==> src/rtl/tabla_lut_seq.sv <==
// tabla_lut_seq: run-time loadable N-input truth table with registered output
// and a built-in sweep sequencer that walks every index and captures the
// resulting output column.
//
// Ports:
//   clk, reset     rising-edge clock, synchronous active-high reset
//   wr_en/wr_data  load the whole table (accepted only in IDLE)
//   in_valid/sel   one lookup of table[sel] (accepted only in IDLE)
//   sweep_start    run a full 0..2^N-1 sweep (accepted only in IDLE)
//   y/y_valid/y_idx  registered result, one-cycle valid pulse, source index
//   sweep_busy     high in SWEEP and DONE
//   sweep_done     one-cycle pulse in DONE
//   sweep_sig      output column captured by the last sweep
module tabla_lut_seq #(
    parameter int              N          = 3,
    parameter logic [2**N-1:0] TABLE_INIT = 8'h96
) (
    input  logic              clk,
    input  logic              reset,
    input  logic              wr_en,
    input  logic [2**N-1:0]   wr_data,
    input  logic              in_valid,
    input  logic [N-1:0]      sel,
    input  logic              sweep_start,
    output logic              y,
    output logic              y_valid,
    output logic [N-1:0]      y_idx,
    output logic              sweep_busy,
    output logic              sweep_done,
    output logic [2**N-1:0]   sweep_sig
);

    localparam logic [1:0] S_IDLE  = 2'd0;
    localparam logic [1:0] S_SWEEP = 2'd1;
    localparam logic [1:0] S_DONE  = 2'd2;

    localparam logic [N-1:0] IDX_LAST = {N{1'b1}};

    logic [1:0]      state;
    logic [N-1:0]    idx;
    logic [2**N-1:0] tbl;

    always_ff @(posedge clk) begin
        if (reset) begin
            state     <= S_IDLE;
            idx       <= '0;
            tbl       <= TABLE_INIT;
            y         <= 1'b0;
            y_valid   <= 1'b0;
            y_idx     <= '0;
            sweep_sig <= '0;
        end else begin
            case (state)
                S_IDLE: begin
                    // A write lands at this edge; a same-cycle lookup still
                    // reads the old table, a same-cycle sweep reads the new
                    // one from its first SWEEP cycle onward.
                    if (wr_en)
                        tbl <= wr_data;
                    if (sweep_start) begin
                        // Sweep wins over a concurrent lookup.
                        state     <= S_SWEEP;
                        idx       <= '0;
                        sweep_sig <= '0;
                        y_valid   <= 1'b0;
                    end else if (in_valid) begin
                        y       <= tbl[sel];
                        y_idx   <= sel;
                        y_valid <= 1'b1;
                    end else begin
                        y_valid <= 1'b0;
                    end
                end
                S_SWEEP: begin
                    y              <= tbl[idx];
                    y_idx          <= idx;
                    y_valid        <= 1'b1;
                    sweep_sig[idx] <= tbl[idx];
                    // Stop at the last index instead of wrapping.
                    if (idx == IDX_LAST)
                        state <= S_DONE;
                    else
                        idx <= idx + 1'b1;
                end
                S_DONE: begin
                    state   <= S_IDLE;
                    y_valid <= 1'b0;
                end
                default: begin
                    state   <= S_IDLE;
                    y_valid <= 1'b0;
                end
            endcase
        end
    end

    assign sweep_busy = (state != S_IDLE);
    assign sweep_done = (state == S_DONE);

endmodule
==> config.mk <==
export PLATFORM = sky130hd
export DESIGN_NAME = tabla_lut_seq
export DESIGN_NICKNAME = d
export VERILOG_FILES = /design/src/rtl/tabla_lut_seq.sv
export SDC_FILE = /design/constraint.sdc
export NUM_CORES = 1
export LEC_CHECK = 0
export CORE_ASPECT_RATIO = 1.75
export CORE_MARGIN = 3
export CORE_UTILIZATION = 48
export DETAILED_ROUTE_END_ITERATION = 10
export PLACE_DENSITY = 0.78
export SETUP_SLACK_MARGIN = 0.1
export SYNTH_ARGS = -nofsm -noshare
export SYNTH_HDL_FRONTEND = slang
export SYNTH_SLANG_ARGS = --single-unit
==> constraint.sdc <==
create_clock -name clk -period 2.17 [get_ports clk]
set_input_delay 0.434 -clock clk [delete_from_list [all_inputs] [get_ports clk]]
set_output_delay 0.434 -clock clk [all_outputs]
set_load 0.01 [all_outputs]
# Word-level counts from Yosys, hierarchy flattened
# Index checks and enable logic that the tools add are counted.
[classes] add_sub_neg=1 magnitude_cmp=3 eq_ne=8 mux=24 reduce_logical=9
[ops] cell="case mux 8 bit (2 select lines)" n=1
[ops] cell="2-to-1 mux 3 bit" n=4
[ops] cell="case mux 3 bit (2 select lines)" n=2
[ops] cell="inequality test 2 bit, second input constant" n=5
[ops] cell="bitwise mux 8 bit" n=1
[ops] cell="less-than comparator 3 x 4 -> 1 bit, second input constant" n=2
[ops] cell="2-to-1 mux 8 bit" n=1
[ops] cell="2-to-1 mux 1 bit" n=7
[ops] cell="binary-select mux 1 bit (select 3 bit)" n=2
[ops] cell="AND reduction 2 bit" n=3
[ops] cell="AND reduction 3 bit" n=2
[ops] cell="2-to-1 mux 2 bit" n=2
[ops] cell="case mux 1 bit (2 select lines)" n=2
[ops] cell="case mux 2 bit (2 select lines)" n=1
[ops] cell="nonzero test 2 bit" n=2
[ops] cell="adder 3 x 1 -> 3 bit, second input constant" n=1
[ops] cell="demux 1 bit (select 3 bit)" n=1
[ops] cell="== test 3 bit, second input constant" n=1
[ops] cell=">= comparator 3 x 1 -> 1 bit, second input constant" n=1
[ops] cell="== test 2 x 1 -> 1 bit, second input constant" n=1
[ops] cell="== test 2 bit, second input constant" n=1
[ops] cell="zero test 2 bit" n=1
[ops] cell="logical AND 1 bit" n=1
[word_totals] reg_bits=26 input_bits=16 output_inout_bits=15 word_cells=52

# Longest topological paths before layout
# Gate-level depths: netlist (run 1).
[logic_depth] depth_word=6 ltp_mapped=6 mapped_depth_nobuf=6

# Worst setup path after synthesis (run 1)
# OpenSTA, ideal clock, no wires.
[synth_timing] path_type="register to register" from="reg idx[0]" to="reg sweep_sig[4]" setup_ns=0.070 arrival_time_ns=1.458 t_required_ns=2.100 slack_ns=0.642 path_stages_with_launch=7 n_path_buf=1 synth_period_minus_slack_ns=1.528 path_cell_list="dfxtp_1 -> buf_4 -> inv_1 -> o32ai_2 -> a211oi_2 -> or4_1 -> a21oi_1"
[synth_via] elab_chain_cells=6 word_cells_on_any_way=9 classes_between="order compare: 2; mux: 6; reduce/logical: 1"
[synth_lines] item="start, declared" line_no="40" text="logic [N-1:0] idx;"
[synth_lines] item="start signal, assigned" line_no="83" text="idx <= idx + 1'b1;"
[synth_lines] item="less-than comparator 3 x 4 -> 1 bit (not written as such) or >= comparator 3 x 1 -> 1 bit (tied branches)" line_no="78" text="sweep_sig[idx] <= tbl[idx];"
[synth_lines] item="logical AND 1 bit (not written as such)" line_no="78"
[synth_lines] item="2-to-1 mux 1 bit (not written as such)" line_no="78"
[synth_lines] item="demux 1 bit (select 3 bit)" line_no="78"
[synth_lines] item="bitwise mux 8 bit (*)" line_no="78"
[synth_lines] item="case mux 8 bit (2 select lines) (*)" line_no="53" text="case (state)"
[synth_lines] item="end signal, assigned by index" line_no="78"
[synth_lines] item="end, declared" line_no="30" text="output logic [2**N-1:0] sweep_sig"
# Mark *: on every way between the ends. The rest lies on a longest branch, timed or not. The select of a mux whose other input is x is not followed.
# A chain may end at the register's enable or synchronous reset.

# Final worst setup path (run 1)
[layout_timing] from="reg state[1]" to="out sweep_done"
[layout_via] elab_chain_cells=1
[layout_lines] item="start, declared" line_no="39" text="logic [1:0] state;"
[layout_lines] item="start signal, assigned" line_no="45" text="state <= S_IDLE;"
[layout_lines] item="start signal, assigned" line_no="62" text="state <= S_SWEEP;"
[layout_lines] item="start signal, assigned" line_no="81" text="state <= S_DONE;"
[layout_lines] item="== test 2 bit" line_no="98" text="assign sweep_done = (state == S_DONE);"
[layout_lines] item="end, declared" line_no="29" text="output logic sweep_done,"
# No other way between the ends.

==> results of run 1 <==
## cells by family after synthesis
| group | share of synthesized area |
|---|---|
| buffers and inverters | 0.04374 |
| flip-flops | 0.4135 |
| AO/OA/AOI/OAI | 0.1561 |
| AND/OR/NAND/NOR | 0.2753 |
| multiplexers | 0.09145 |
| adder cells (fa/ha/maj) | 0.01988 |
## layer usage
metal | vias to the layer above | global-route usage | wire (microns)
met4 | 0 | 0.1040 | 69
met1 | 515 | 0.1946 | 1106
met3 | 7 | 0.02451 | 113
met2 | 33 | 0.3792 | 1572
met5 | - | 0 | 0
li1 | 594 | - | -
## placed cells by master, fill, tap and decap left out, drive strengths merged, types with 4 or more instances in the layout
master         instances
nand2                 26
clkdlybuf4s50         30
inv                    4
mux2                   4
dfxtp                 26
a21oi                 10
nand3b                 6
mux2i                  7
nand3                  4
buf                    7
nor2                  19
## worst min-delay path, cell delays in order, from the launching register on
cell	delay [ps]
dfxtp_1	330
nand2_1	60
a21oi_1	50
## worst max path at each step
stage                     startpoint                         to  slack (ps)  depth (start not counted)
5_1_grt          idx[1]$_SDFFE_PP0P_  sweep_sig[4]$_SDFFE_PP0P_         230                          6
2_1_floorplan    idx[0]$_SDFFE_PP0P_  sweep_sig[4]$_SDFFE_PP0P_         640                          6
4_1_cts        state[1]$_SDFFE_PP0P_                 sweep_done         340                          2
3_3_place_gp                  sel[0]             y$_SDFFE_PP0P_         350                          6
3_5_place_dp                  sel[0]             y$_SDFFE_PP0P_         200                          6
6_report       state[1]$_SDFFE_PP0P_                 sweep_done         340                          2
## state kept, by name, indices dropped and copies added (netlist names)
register   count
state          2
tbl            8
idx            3
y_valid        1
sweep_sig      8
y_idx          3
y              1
## layout make-up
cell class	instances	area (sq um)	area share
well taps	26	32.53	0.01942
flip-flops and latches	26	520.5	0.3107
repair buffers	37	352.8	0.2106
clock buffers	3	41.29	0.02465
clock inverters	1	30.03	0.01792
multi-input cells	112	683.2	0.4078
inverters	4	15.01	0.008962
## power by group
group          switching [W]  leakage, nW  total (W)  internal [W]
clock network       0.000154       0.0357   0.000400      0.000247
registers          0.0000213        0.213   0.000523      0.000501
logic              0.0000910        0.392   0.000185     0.0000941
total               0.000266        0.641    0.00111      0.000842
## metrics by stage
stage	std cells	power (W)
finish	209	0.001108
global route	209	0.001155
CTS	209	0.001111
detailed placement	205	0.0007197
global placement	205	0.0007142
floorplan	151	0.0006326
==> flow_metrics.env, run 1 <==
export IMPL_slew_headroom=0.6700
export IMPL_cts_buffers=3
export IMPL_fillers=202
export IMPL_wirelength_mm=2.861
export IMPL_grt_ovfl_total=0
export IMPL_setup_viol=0
export IMPL_ys_flop_type="dfxtp_1"
export IMPL_place_ws_ps=199.4
export IMPL_r2r_start="idx[0]$_SDFFE_PP0P_"
export IMPL_critPathLaunchType="flop"
export IMPL_synth_top_cell_by_area="dfxtp_1"
export IMPL_worst_slew_pin_slew_ps=482.6
export IMPL_final_area_sq_um=1675
export IMPL_antenna_found_initial=0
export IMPL_critPathCaptureType="primary output"
export IMPL_post_cts_resized=0
export IMPL_worstSetupPathType="reg -> out"
export IMPL_netlist_area_leader_share=0.4135
export IMPL_coreArea_sq_um=2492
export IMPL_clock_sinks=26
export IMPL_first_pass_iters=4
export IMPL_grt_pass1_vias=1172
export IMPL_fin_util=0.6722
export IMPL_powerDensity_nw_per_um2=661.6
export IMPL_wl_per_cell_microns=13.69
export IMPL_cp_arrival_ps=1390
export IMPL_whs_ps=485.1
export IMPL_fin_nets=202
export IMPL_hold_depth=2
export IMPL_placed_area_sq_um=1604
export IMPL_setup_slack_ps=342.1
export IMPL_min_path_type="reg -> reg"
export IMPL_whs_endpoint="tbl[3]$_SDFFE_PP0P_"
export IMPL_path_delay_family="buffers and inverters"
export IMPL_pin_count=31
export IMPL_drive_above_1_share=0.09836
export IMPL_cts_tree="built"
export IMPL_die_y_microns=73.74
export IMPL_ys_seq_area_frac=0.4135
export IMPL_netlist_area_sq_um=1259
export IMPL_synth_cell_types=34
export IMPL_regToRegSetupSlack_ps=370
export IMPL_path_max_fanout=7
export IMPL_grt_pass1_wl_mm=4.912
export IMPL_io_buffers=30
export IMPL_hold_violations=0
export IMPL_crit_buf_inv=1
export IMPL_clock_latency_ps=270
export IMPL_rsz0062_at_grt="no"
export IMPL_initial_utilization=0.5050
export IMPL_ir_worst_vdd_mv=0.4282
export IMPL_async_reset_ff_frac=0
export IMPL_period_minus_slack_ps=1828
export IMPL_maxCapViolCount=0
export IMPL_crit_slowest_cell="clkdlybuf4s50_1"
export IMPL_syn_num_nets=169
export IMPL_synth_edf_count=0
export IMPL_die_area_sq_um=3297
export IMPL_fmax_ghz=0.5471
export IMPL_num_vias=1149
export IMPL_die_w_microns=44.71
export IMPL_period_share=0.8424
export IMPL_cts_root_buffer="clkbuf_8"
export IMPL_postRouteAntennaNets=0
export IMPL_min_from="tbl[3]$_SDFFE_PP0P_"
export IMPL_synth_commonest_cells="26 x dfxtp_1, 26 x nand2_1, 19 x nor2_1"
export IMPL_antennaDiodeCount=0
export IMPL_cts_hold_buf=0
export IMPL_clockBufferDepth=2
export IMPL_track_usage=0.1986
export IMPL_critPathMaxStageDelay_ps=540
export IMPL_clock_skew_ps=5.792
export IMPL_drtIter0Drc=28
export IMPL_yosysWarningCount=0
export IMPL_core_rowCount=24
export IMPL_synth_area_leaders="dfxtp_1 41%, nand2_1 7.8%, nor2_1 5.7%, mux2i_1 5.6%, a21oi_1 4.0%"
export IMPL_dp_hpwl_mm=2.332
export IMPL_syn_avg_cell_area_sq_um=8.336
export IMPL_viasPerCell=5.498
export IMPL_run_status="complete, no violations"
export IMPL_cp_cell_sequence="nor2b_1 > clkdlybuf4s50_1"
export IMPL_path_clk_slew_ps=90
export IMPL_syn_inst=151
export IMPL_ctsHtreeMaxLevel=1
export IMPL_rr_endpoint="sweep_sig[4]$_SDFFE_PP0P_"
export IMPL_area_growth_synth_to_final_pct=33.10
export IMPL_report_final_slew_viol_count=0
export IMPL_crit_required_ps=1740
export IMPL_ys_ff_latch=26
export IMPL_r2r_cells=6
export IMPL_leakagePower_nw=0.6409
export IMPL_fin_setup_tns_ps=0
export IMPL_post_cts_setup_buffers=0
export IMPL_grt_max_degree=18
export IMPL_drc_errors=0
export IMPL_gp_congestion=0.8169
No activity file was read; power rests on OpenSTA's default activity.
==> run 2, diff against run 1 <==
clock period = 1.8 ns   (was 2.17 ns; I/O delays follow)
==> flow_metrics.env, run 2 (synthesis gave the netlist of run 1 again) <==
export IMPL_fin_nets=208
export IMPL_run_status="complete, no violations"
export IMPL_path_max_fanout=7
export IMPL_cp_cell_sequence="mux2i_1 > o32ai_2 > a211oi_2 > buf_4 > or4_4 > a21oi_2"
export IMPL_fin_setup_tns_ps=0
export IMPL_whs_ps=500.5
export IMPL_fmax_ghz=0.5996
export IMPL_regToRegSetupSlack_ps=130
export IMPL_viasPerCell=5.696
export IMPL_path_delay_family="simple AND/OR/NAND/NOR gates"
export IMPL_die_y_microns=73.74
export IMPL_die_w_microns=44.71
export IMPL_cts_hold_buf=0
export IMPL_worstSetupPathType="reg -> reg"
export IMPL_grt_ovfl_total=0
export IMPL_drc_errors=0
export IMPL_wl_per_cell_microns=15.26
export IMPL_io_buffers=30
export IMPL_core_rowCount=24
export IMPL_crit_required_ps=2010
export IMPL_pin_count=31
export IMPL_drtIter0Drc=32
export IMPL_first_pass_iters=4
export IMPL_rsz0062_at_grt="yes"
export IMPL_clock_skew_ps=4.157
export IMPL_clockBufferDepth=2
export IMPL_critPathCaptureType="flop"
export IMPL_die_area_sq_um=3297
export IMPL_wirelength_mm=3.265
export IMPL_gp_congestion=0.8632
export IMPL_dp_hpwl_mm=2.520
export IMPL_cp_arrival_ps=1880
export IMPL_rr_endpoint="sweep_sig[4]$_SDFFE_PP0P_"
export IMPL_r2r_cells=6
export IMPL_grt_max_degree=27
export IMPL_whs_endpoint="tbl[0]$_SDFFE_PP0P_"
export IMPL_reg_top3="sweep_sig: 8 flops, tbl: 8 flops"
export IMPL_antennaDiodeCount=0
export IMPL_critPathMaxStageDelay_ps=480
export IMPL_period_minus_slack_ps=1668
export IMPL_clock_latency_ps=270
export IMPL_maxCapViolCount=0
export IMPL_setup_slack_ps=132.2
export IMPL_grt_pass1_vias=1235
export IMPL_crit_buf_inv=1
export IMPL_num_vias=1219
export IMPL_cts_buffers=3
export IMPL_hold_violations=0
export IMPL_antenna_found_initial=0
export IMPL_report_final_slew_viol_count=0
export IMPL_mostFrequentLayoutCell="clkdlybuf4s50_1"
export IMPL_setup_viol=0
export IMPL_clock_sinks=26
export IMPL_grt_pass1_wl_mm=5.326
export IMPL_hold_depth=2
export IMPL_postRouteAntennaNets=0
export IMPL_fillers=209
export IMPL_min_path_type="reg -> reg"
export IMPL_cts_root_buffer="clkbuf_8"
export IMPL_area_growth_synth_to_final_pct=36.48
export IMPL_slew_headroom=0.6840
export IMPL_ir_worst_vdd_mv=0.5165
export IMPL_crit_slowest_cell="or4_4"
export IMPL_ctsHtreeMaxLevel=1
export IMPL_drive_above_1_share=0.1649
export IMPL_worst_slew_pin_slew_ps=468.1
export IMPL_powerDensity_nw_per_um2=695.4
export IMPL_dpl_cell_count=209
export IMPL_fin_cells=214
export IMPL_track_usage=0.2162
export IMPL_leakagePower_nw=0.6801
export IMPL_cts_tree="built"
export IMPL_layout_common_cells="28 x clkdlybuf4s50_1, 26 x nand2_1, 22 x dfxtp_1"
export IMPL_r2r_start="idx[1]$_SDFFE_PP0P_"
export IMPL_coreArea_sq_um=2492
export IMPL_place_ws_ps=37.23
export IMPL_initial_utilization=0.5050
export IMPL_crit_start="idx[1]$_SDFFE_PP0P_"
export IMPL_min_from="tbl[0]$_SDFFE_PP0P_"
export IMPL_critPathLaunchType="flop"
export IMPL_path_clk_slew_ps=90
export IMPL_period_share=0.9265
-- run 2: cell count changes in the layout (fill, tap and decap cells not counted), sizes merged --
| cell | delta |
|---|---|
| bufinv | -1 |
| clkdlybuf4s50 | -2 |
| dlymetal6s2s | +1 |
| buf | +6 |
| dlygate4sd2 | +1 |
-- run 2: how the worst max path moves through the flow --
| stage | cells past startpoint | endpoint | slack [ps] |
|---|---|---|---|
| after global placement | 6 | sweep_sig[4]$_SDFFE_PP0P_ | 140 |
| after floorplan | 6 | sweep_sig[4]$_SDFFE_PP0P_ | 270 |
| after global routing | 6 | sweep_sig[4]$_SDFFE_PP0P_ | 60 |
| after CTS | 3 | sweep_busy | 80 |
| final | 6 | sweep_sig[4]$_SDFFE_PP0P_ | 130 |
| after detailed placement | 6 | sweep_sig[4]$_SDFFE_PP0P_ | 40 |
-- run 2: area by class of cell --
cell class	count	area, sq um	share of cell area
clock buffers	3	41.29	0.02403
inverters	4	15.01	0.008740
multi-input cells	112	699.4	0.4071
flip-flops and latches	26	530.5	0.3088
well taps	26	32.53	0.01894
repair buffers	43	399.1	0.2323
-- run 2: timing repair --
item | CTS | global route
gates cloned | 0 | 0
gates resized for setup | 6 | 7
buffers inserted | 0 | 2
setup endpoints to repair | 3 | 4
pin swaps | 0 | 2
-- run 2: through the flow --
step	power [W]	util	cell area, sq um
floorplan	0.0007626	-	1259
global placement	0.0008623	0.6556	1634
detailed placement	0.0008730	0.6556	1634
CTS	0.001191	0.6762	1685
global route	0.001247	0.6893	1718
finish	0.001195	0.6893	1718
-- run 2: tightest hold or removal path: stages (launching register included) --
cell and delay (ps):
dfxtp_1 340, nand2_1 60, a21oi_1 60
-- run 2: power breakdown --
group	leakage, nW	total (W)	switching [W]	internal, W
clock	0.0216	0.000323	0.000173	0.000150
sequential	0.215	0.000631	0.0000273	0.000604
combinational	0.444	0.000241	0.000118	0.000123
total	0.680	0.00119	0.000318	0.000876
-- run 2: routing by layer --
layer,track usage,routed length (microns)
met1,0.2157,1166
met2,0.4048,1850
met3,0.03186,141
met4,0.1141,106
met5,0,0
